## config.mk

```make
export PLATFORM = sky130hd
export DESIGN_NAME = pe_row_sequencer
export DESIGN_NICKNAME = d
export VERILOG_FILES = /design/src/rtl/pe_row_sequencer.sv
export SDC_FILE = /design/constraint.sdc
export NUM_CORES = 1
export LEC_CHECK = 0
export ABC_AREA = 1
export BUFFER_PORTS_ARGS = -buffer_cell sky130_fd_sc_hd__buf_2
export CAP_MARGIN = 10
export CELL_PAD_IN_SITES_DETAIL_PLACEMENT = 0
export CELL_PAD_IN_SITES_GLOBAL_PLACEMENT = 1
export CORE_MARGIN = 10
export CORE_UTILIZATION = 52
export CTS_BUF_LIST = sky130_fd_sc_hd__clkbuf_8
export DETAILED_ROUTE_END_ITERATION = 10
export HOLD_SLACK_MARGIN = 0.06
export PLACE_DENSITY = 0.94
export SETUP_SLACK_MARGIN = 0.05
export SYNTH_ARGS = -nofsm -noshare
export SYNTH_HDL_FRONTEND = slang
export SYNTH_SLANG_ARGS = --single-unit
```

## constraint.sdc

```tcl
create_clock -name clk -period 3.5 [get_ports clk]
set_clock_uncertainty 0.15 [all_clocks]
set_input_delay 0.175 -clock clk [delete_from_list [all_inputs] [get_ports clk]]
set_output_delay 0.175 -clock clk [all_outputs]
set_load 0.05 [all_outputs]
```

## src/rtl/pe_row_sequencer.sv

```systemverilog
// Row-stationary sequencer for one processing element: loads a filter row and an
// image row, then sweeps the filter across the image and streams one sum per window.
module pe_row_sequencer #(
  parameter int MAX_W = 16,
  parameter int MAX_S = 4
) (
  input  logic        clk,
  input  logic        rst,
  input  logic        cfg_start,
  input  logic [4:0]  cfg_img_len,
  input  logic [2:0]  cfg_flt_len,
  output logic        busy,
  output logic        err_cfg,
  input  logic        wgt_valid,
  output logic        wgt_ready,
  input  logic [15:0] wgt_data,
  input  logic        img_valid,
  output logic        img_ready,
  input  logic [15:0] img_data,
  output logic [15:0] pe_image_val,
  output logic [15:0] pe_weight_val,
  output logic        pe_image_en,
  output logic        pe_weight_en,
  output logic [31:0] pe_psum_in,
  input  logic [31:0] pe_psum_out,
  output logic        out_valid,
  input  logic        out_ready,
  output logic [31:0] out_data,
  output logic        out_last
);

  localparam int IW = $clog2(MAX_W);
  localparam int SW = $clog2(MAX_S);

  typedef enum logic [2:0] {IDLE, LOAD_W, LOAD_I, MAC, DRAIN, OUTPUT} state_t;

  state_t        state;
  logic [4:0]    w_len;
  logic [2:0]    s_len;
  logic [4:0]    k;
  logic [IW-1:0] e;
  logic [SW-1:0] s;
  logic [IW-1:0] idx;
  logic [4:0]    last_e;
  logic          cfg_ok;
  logic          in_mac;

  logic [15:0] wbuf [MAX_S];
  logic [15:0] ibuf [MAX_W];

  assign cfg_ok = (cfg_flt_len != 3'd0) && (cfg_flt_len <= 3'(MAX_S)) &&
                  (cfg_img_len != 5'd0) && (cfg_img_len <= 5'(MAX_W)) &&
                  ({2'b00, cfg_flt_len} <= cfg_img_len);
  assign last_e = w_len - {2'b00, s_len};
  assign idx    = e + IW'(s);
  assign in_mac = (state == MAC);

  assign wgt_ready     = (state == LOAD_W);
  assign img_ready     = (state == LOAD_I);
  assign pe_image_en   = in_mac;
  assign pe_weight_en  = in_mac;
  assign pe_image_val  = in_mac ? ibuf[idx] : 16'd0;
  assign pe_weight_val = in_mac ? wbuf[s] : 16'd0;
  // First tap of each window starts from zero; later taps chain the PE's registered sum.
  assign pe_psum_in    = (in_mac && s != '0) ? pe_psum_out : 32'd0;

  // Buffers hold no reset: every entry a run reads is written earlier in that run.
  always_ff @(posedge clk) begin
    if (state == LOAD_W && wgt_valid) wbuf[k[SW-1:0]] <= wgt_data;
    if (state == LOAD_I && img_valid) ibuf[k[IW-1:0]] <= img_data;
  end

  always_ff @(posedge clk) begin
    if (rst) begin
      state     <= IDLE;
      w_len     <= '0;
      s_len     <= '0;
      k         <= '0;
      e         <= '0;
      s         <= '0;
      busy      <= 1'b0;
      err_cfg   <= 1'b0;
      out_valid <= 1'b0;
      out_data  <= '0;
      out_last  <= 1'b0;
    end else begin
      err_cfg <= 1'b0;
      case (state)
        IDLE: begin
          if (cfg_start) begin
            if (cfg_ok) begin
              w_len <= cfg_img_len;
              s_len <= cfg_flt_len;
              k     <= '0;
              busy  <= 1'b1;
              state <= LOAD_W;
            end else begin
              err_cfg <= 1'b1;
            end
          end
        end
        LOAD_W: begin
          if (wgt_valid) begin
            if (k == {2'b00, s_len} - 5'd1) begin
              k     <= '0;
              state <= LOAD_I;
            end else begin
              k <= k + 5'd1;
            end
          end
        end
        LOAD_I: begin
          if (img_valid) begin
            if (k == w_len - 5'd1) begin
              k     <= '0;
              e     <= '0;
              s     <= '0;
              state <= MAC;
            end else begin
              k <= k + 5'd1;
            end
          end
        end
        MAC: begin
          if (3'(s) == s_len - 3'd1) begin
            s     <= '0;
            state <= DRAIN;
          end else begin
            s <= s + SW'(1);
          end
        end
        DRAIN: begin
          out_data  <= pe_psum_out;
          out_valid <= 1'b1;
          out_last  <= ({1'b0, e} == last_e);
          state     <= OUTPUT;
        end
        OUTPUT: begin
          if (out_ready) begin
            out_valid <= 1'b0;
            if (out_last) begin
              busy  <= 1'b0;
              e     <= '0;
              state <= IDLE;
            end else begin
              e     <= e + IW'(1);
              state <= MAC;
            end
          end
        end
        default: state <= IDLE;
      endcase
    end
  end

endmodule

```

== Word level (Yosys, flattened, before mapping) ==
Memory sizes are Yosys's and may differ from the RTL's. A register that Yosys moved wholly into a read port is not among the register bits.
Cells that the tools add are included.

* Output and inout bits: 104
* Input port bits: 78
* Memories kept: 2
* Bits in registers: 58
* Memory bits (writable): 320

{| class="wikitable"
|+ Memories
! memory !! words !! width !! rd ports !! clocked after Yosys merged registers in !! write ports !! line !! text
|-
| ibuf || 16 || 16 || 1 || 0 || 1 || 49 || <nowiki>logic [15:0] ibuf [MAX_W];</nowiki>
|-
| wbuf || 4 || 16 || 1 || 1 || 1 || 48 || <nowiki>logic [15:0] wbuf [MAX_S];</nowiki>
|}

* Multiplexer cells: 43
* Reductions and logical operators: 24
* Eq/ne operators: 18
* $add $sub $neg: 8
* Bitwise gates (word level): 2
* Magnitude comparators: 3

{| class="wikitable"
|+ Operators by type and width
! cell !! number
|-
| $mux W16 || 2
|-
| $mux W32 || 1
|-
| $mux W5 || 6
|-
| $mux W3 || 8
|-
| $pmux W3 S6 || 1
|-
| $mux W4 || 4
|-
| $pmux W5 S3 || 1
|-
| $mux W2 || 6
|-
| $ne A2 B2 Y1 const B || 6
|-
| $eq A5 B5 Y1 || 2
|-
| $mux W1 || 10
|-
| $reduce_and A5 Y1 || 2
|-
| $reduce_bool A2 Y1 || 5
|-
| $pmux W4 S2 || 1
|-
| $reduce_and A8 Y1 || 1
|-
| $logic_and A1 B1 Y1 || 7
|-
| $eq A3 B2 Y1 const B || 2
|-
| $eq A3 B3 Y1 const B || 2
|-
| $ne A2 B1 Y1 const B || 3
|-
| $reduce_and A3 Y1 || 2
|-
| $reduce_bool A3 Y1 || 2
|-
| $add A5 B1 Y5 const B || 1
|-
| $eq A4 B5 Y1 || 1
|-
| $le A3 B5 Y1 || 1
|-
| other kinds (19) || 21
|}

== Longest topological paths before layout ==
* Depth in word-level cells: 8
* Depth in mapped cells: 15
* Gate-level depth less buffers: 15

== Worst setup path after synthesis ==
No wires, ideal clock.

* Kind: register to output
* Start point: reg e[0]
* End point: out pe_image_val[10]
* Path slack: 0.543 ns
* Data required time: 3.175 ns
* Arrival: 2.632 ns
* Buffers on the path: 3
* Cell stages (with the launch flop): 11
* Path through: dfxtp_1 > ha_1 > fa_1 > buf_2 > inv_2 > buf_6 > buf_2 > a32o_1 > o211ai_1 > nand2_1 > nor2_1

* Longest elaborated chain between the ends: 3

{| class="wikitable"
|+ Ends and longest elaborated chain
! what !! line !! text
|-
| start, declared || 41 || <nowiki>logic [IW-1:0] e;</nowiki>
|-
| start signal, assigned || 146 || <nowiki>e <= e + IW'(1);</nowiki>
|-
| $add A4 B2 Y4 || 55 || <nowiki>assign idx = e + IW'(s);</nowiki>
|-
| $mem_v2 Z16 W16 || - ||
|-
| $mux W16 || 62 || <nowiki>assign pe_image_val = in_mac ? ibuf[idx] : 16'd0;</nowiki>
|-
| end, declared || 20 || <nowiki>output logic [15:0] pe_image_val,</nowiki>
|}

Every way passes these cells.

== Worst setup path in the final report ==
* Start point: reg e[0]
* End point: out pe_image_val[6]

Same word-level chain as after synthesis.

==> summary.md <==
| Metric | Value |
|---|---|
| Status | finished, final reports clean |
| Largest net degree at the start of global routing | 78 |
| Max Slew Vio Count | 0 |
| CP startpoint kind | flip-flop |
| Total number of vias | 12,110 |
| Worst stage delay on the critical path | 0.59 ns |
| Core Area | 30,590 sq um |
| H-tree levels | 2 |
| Fraction of synthesis flops using an asynchronous set or reset pin | 0 |
| Setup CP Type | reg -> out |
| Main synth FF type | edfxtp_1 |
| Max cap viols | 0 |
| Slew at the pin closest to its max-slew limit | 1.145 ns |
| Crit Path Max Fanout | 31 |
| Setup Total Neg Slack | 0 ns |
| IO Count | 182 |
| Total power | 9.719 mW |
| M2 GR Usage | 0.3544 |
| Initial antenna violation count | 0 |
| Share of cells above drive strength 1 | 0.2080 |
| Die Y | 195.9 um |
| Post-synthesis net count | 1,540 |
| Routed wire length | 42,270 um |
| Met1 Resource Use GR | 0.2663 |
| Adder-cell share of the synthesized area | 0.01492 |
| Worst slew margin | 0.2360 |
| Crit-path slowest cell | fa_2 |
| Overall Global Routing Usage | 0.2110 |
| Final Cycle Share | 0.9580 |
| Layout fillers | 2,347 |
| Yosys reg bits | 380 |
| Complex-gate fraction of the synthesized area | 0.1332 |
| Post-Syn Instances | 1,444 |
| Gr busiest metal | met2 |
| Fin area | 19,480 sq um |
| Drt pass-1 iters | 6 |
| Syn_area_per_cell | 11.15 sq um |
| Die ar. | 38,390 sq um |
| Wire per inst | 19.56 um |
| Post-Synthesis Cell Area | 16,100 sq um |
| YS warnings | 0 |
| Leak | 7.688 nW |
| Final ANT Viol Nets | 0 |
| Hold_ws | 0.1924 ns |
| Gr ovfl total | 0 |
| # rows | 64 |
| Placement Cell Area | 17,430 sq um |
| Clk slew on worst S/H paths | 0.06 ns |
| Initial core utilization | 0.5263 |
| Final hold viol count | 0 |
| Detailed-route DRC error count | 0 |
| Synth top area share | 0.5969 |
| # clock sinks | 380 |
| First-pass GRT wire length | 65,230 um |
| CP Cell Sequence | ha_4 -> fa_2 -> clkinv_4 -> buf_16 -> a32o_1 -> o211ai_1 -> nand2_1 -> nor2_1 -> buf_4 |
| Top cells by area, synth | edfxtp_1, dfxtp_1, nand2_1 |
| Seq/Total Area, Yosys | 0.6715 |
| Number of global-route vias before repair | 11,960 |
| Worst Path Arrival | 3.03 ns |
| Via density | 5.602 |
| Routability cong. | 0.8518 |
| Leading area contributor after synthesis | edfxtp_1 |
| Post-synth cell types | 40 |
| Hold Crit Class | in -> reg |
| Largest family of logic cells by synthesized area | compound AO/OA/AOI/OAI gates |
| Final setup violation count | 0 |
| Layout area overhead | 21.02% |
| Maximum VDD drop | 0.3757 mV |
| Synth Area in XOR/XNOR | 0.007539 |
| Multi-input gate area | 4594 sq um |
| CTS root buffer | clkbuf_8 |
| HPWL Detailed | 23,970 um |
| IO Port Bufs | 181 |
| Worst setup EP type | primary output |
| CTS tree | done |
| Cts bufs inserted | 59 |
| Worst path required time | 3.17 ns |
| Met3 Usage GRT | 0.04280 |
| Initial DRC Count | 1,096 |
| Simple-gate share of the synthesized area | 0.1261 |
| Pwr dens | 498.9 nW/um^2 |
| Chip Width | 195.9 um |
| Later-pin clock latency in the skew report | 0.60 ns |
| Achievable Freq | 298.2 MHz |
| Mux cell area share after synthesis | 0 |
| RSZ-0062 raised after global routing | no |
| Longest Clk Path Bufs | 3 |
| Fin crit period | 3.353 ns |
| Storage element area | 10,810 sq um |
| Number of enable flip-flop cells after synthesis | 320 |
| Nets | 1,815 |
## worst max-delay path: cells and delay by family (launching register included)
family | cells | cell delay [ns]
compound gates | 2 | 0.42
fa+ha+maj | 2 | 0.77
buf+inv | 3 | 0.59
flops | 1 | 0.37
simple gates | 2 | 0.26
## report_power, final
group	switching [mW]	internal, mW	leakage (nW)	total (mW)
combinational	0.809	0.396	3.73	1.21
clock	1.73	1.73	0.591	3.46
sequential	0.0647	4.99	3.36	5.06
total	2.60	7.12	7.69	9.72
## area by class of cell
type / count / area share
diodes: 1 / 0.0001284
clock inverters: 47 / 0.01426
well taps: 396 / 0.02543
multi-input cells: 890 / 0.2358
inverters: 92 / 0.01817
clock buffers: 59 / 0.04168
repair buffers: 296 / 0.1095
flip-flops and latches: 380 / 0.5550
## registers in the layout (all words and copies together) (netlist names), 2 cells and up, named ones only
| register | count |
|---|---|
| state | 3 |
| w_len | 5 |
| wbuf | 64 |
| s_len | 3 |
| s | 2 |
| out_data | 32 |
| e | 4 |
| ibuf | 256 |
| k | 5 |
## kinds of logic (layout without fill, tap and decap cells)
group | count (synthesis) | in the layout
buffers and inverters | 174 | 494
other | 0 | 1
adder cells (fa/ha/maj) | 18 | 18
AO/OA/AOI/OAI | 368 | 368
XOR/XNOR | 13 | 13
AND/OR/NAND/NOR | 491 | 491
flip-flops | 380 | 380
## cell usage in the layout, fill, tap and decap left out, types with 45 or more instances in the layout
cell / Yosys / routed
dlygate4sd3_1: 0 / 80
a21oi_1: 186 / 186
buf_2: 38 / 166
nor2_2: 33 / 45
dfxtp_1: 60 / 58
edfxtp_1: 320 / 320
inv_1: 77 / 87
nor2_1: 133 / 121
clkbuf_8: 0 / 59
o21ai_0: 86 / 85
nand2_1: 279 / 279
## metrics by stage
stage | instances | util | setup WS [ns]
floorplan | 1444 | - | 0.5426
global placement | 1972 | 0.5697 | 0.5735
detailed placement | 1972 | 0.5697 | 0.5145
CTS | 2159 | 0.6346 | 0.05014
global route | 2160 | 0.6368 | 0.04534
finish | 2161 | 0.6369 | 0.1470
## synthesized netlist by cell type, types with 2 or more instances
cell	number
o21ai_1	11
nand3_1	23
nor3_1	2
nand4_1	4
nand3b_1	2
or2_1	2
clkbuf_1	34
nor2_1	133
clkbuf_2	2
fa_1	2
nand2_2	4
o21ai_0	86
a21oi_2	2
edfxtp_1	320
a21oi_1	186
nand2_1	279
inv_1	77
nor2_2	33
nor4_1	4
buf_2	38
a221oi_1	2
a22oi_1	31
dfxtp_1	60
ha_1	16
a32o_1	31
buf_6	5
xor2_1	8
buf_4	3
inv_2	15
xnor2_1	4
o211ai_1	16
## layer usage
layer  part of all wire  wire length, um
met4              0.028             1166
met3              0.079             3338
met5                  0                0
met1               0.40            16990
met2               0.49            20770
## repair_timing
item,4_1_cts,5_1_grt
resized for setup,20,20
pin swaps,0,1
setup buffers,0,0
hold buffers,80,0
cloned,1,1
endpoints found under the setup margin,16,16
hold endpoints to repair,378,0
## path summary, 6_finish.rpt
kind                                             from  slack, ns                    end  cells past startpoint
worst max-delay path                e[0]$_SDFFE_PP0P_       0.15        pe_image_val[6]                      9
worst min-delay path                      wgt_data[3]       0.19   wbuf[2][3]$_DFFE_PP_                      2
worst max register to register  s_len[0]$_SDFFE_PP0P_       0.81  state[2]$_SDFFE_PP0P_                     11
worst min register to register      busy$_SDFFE_PP0P_       0.33      busy$_SDFFE_PP0P_                      2
Note: power is estimated with default switching activity, not from simulation.
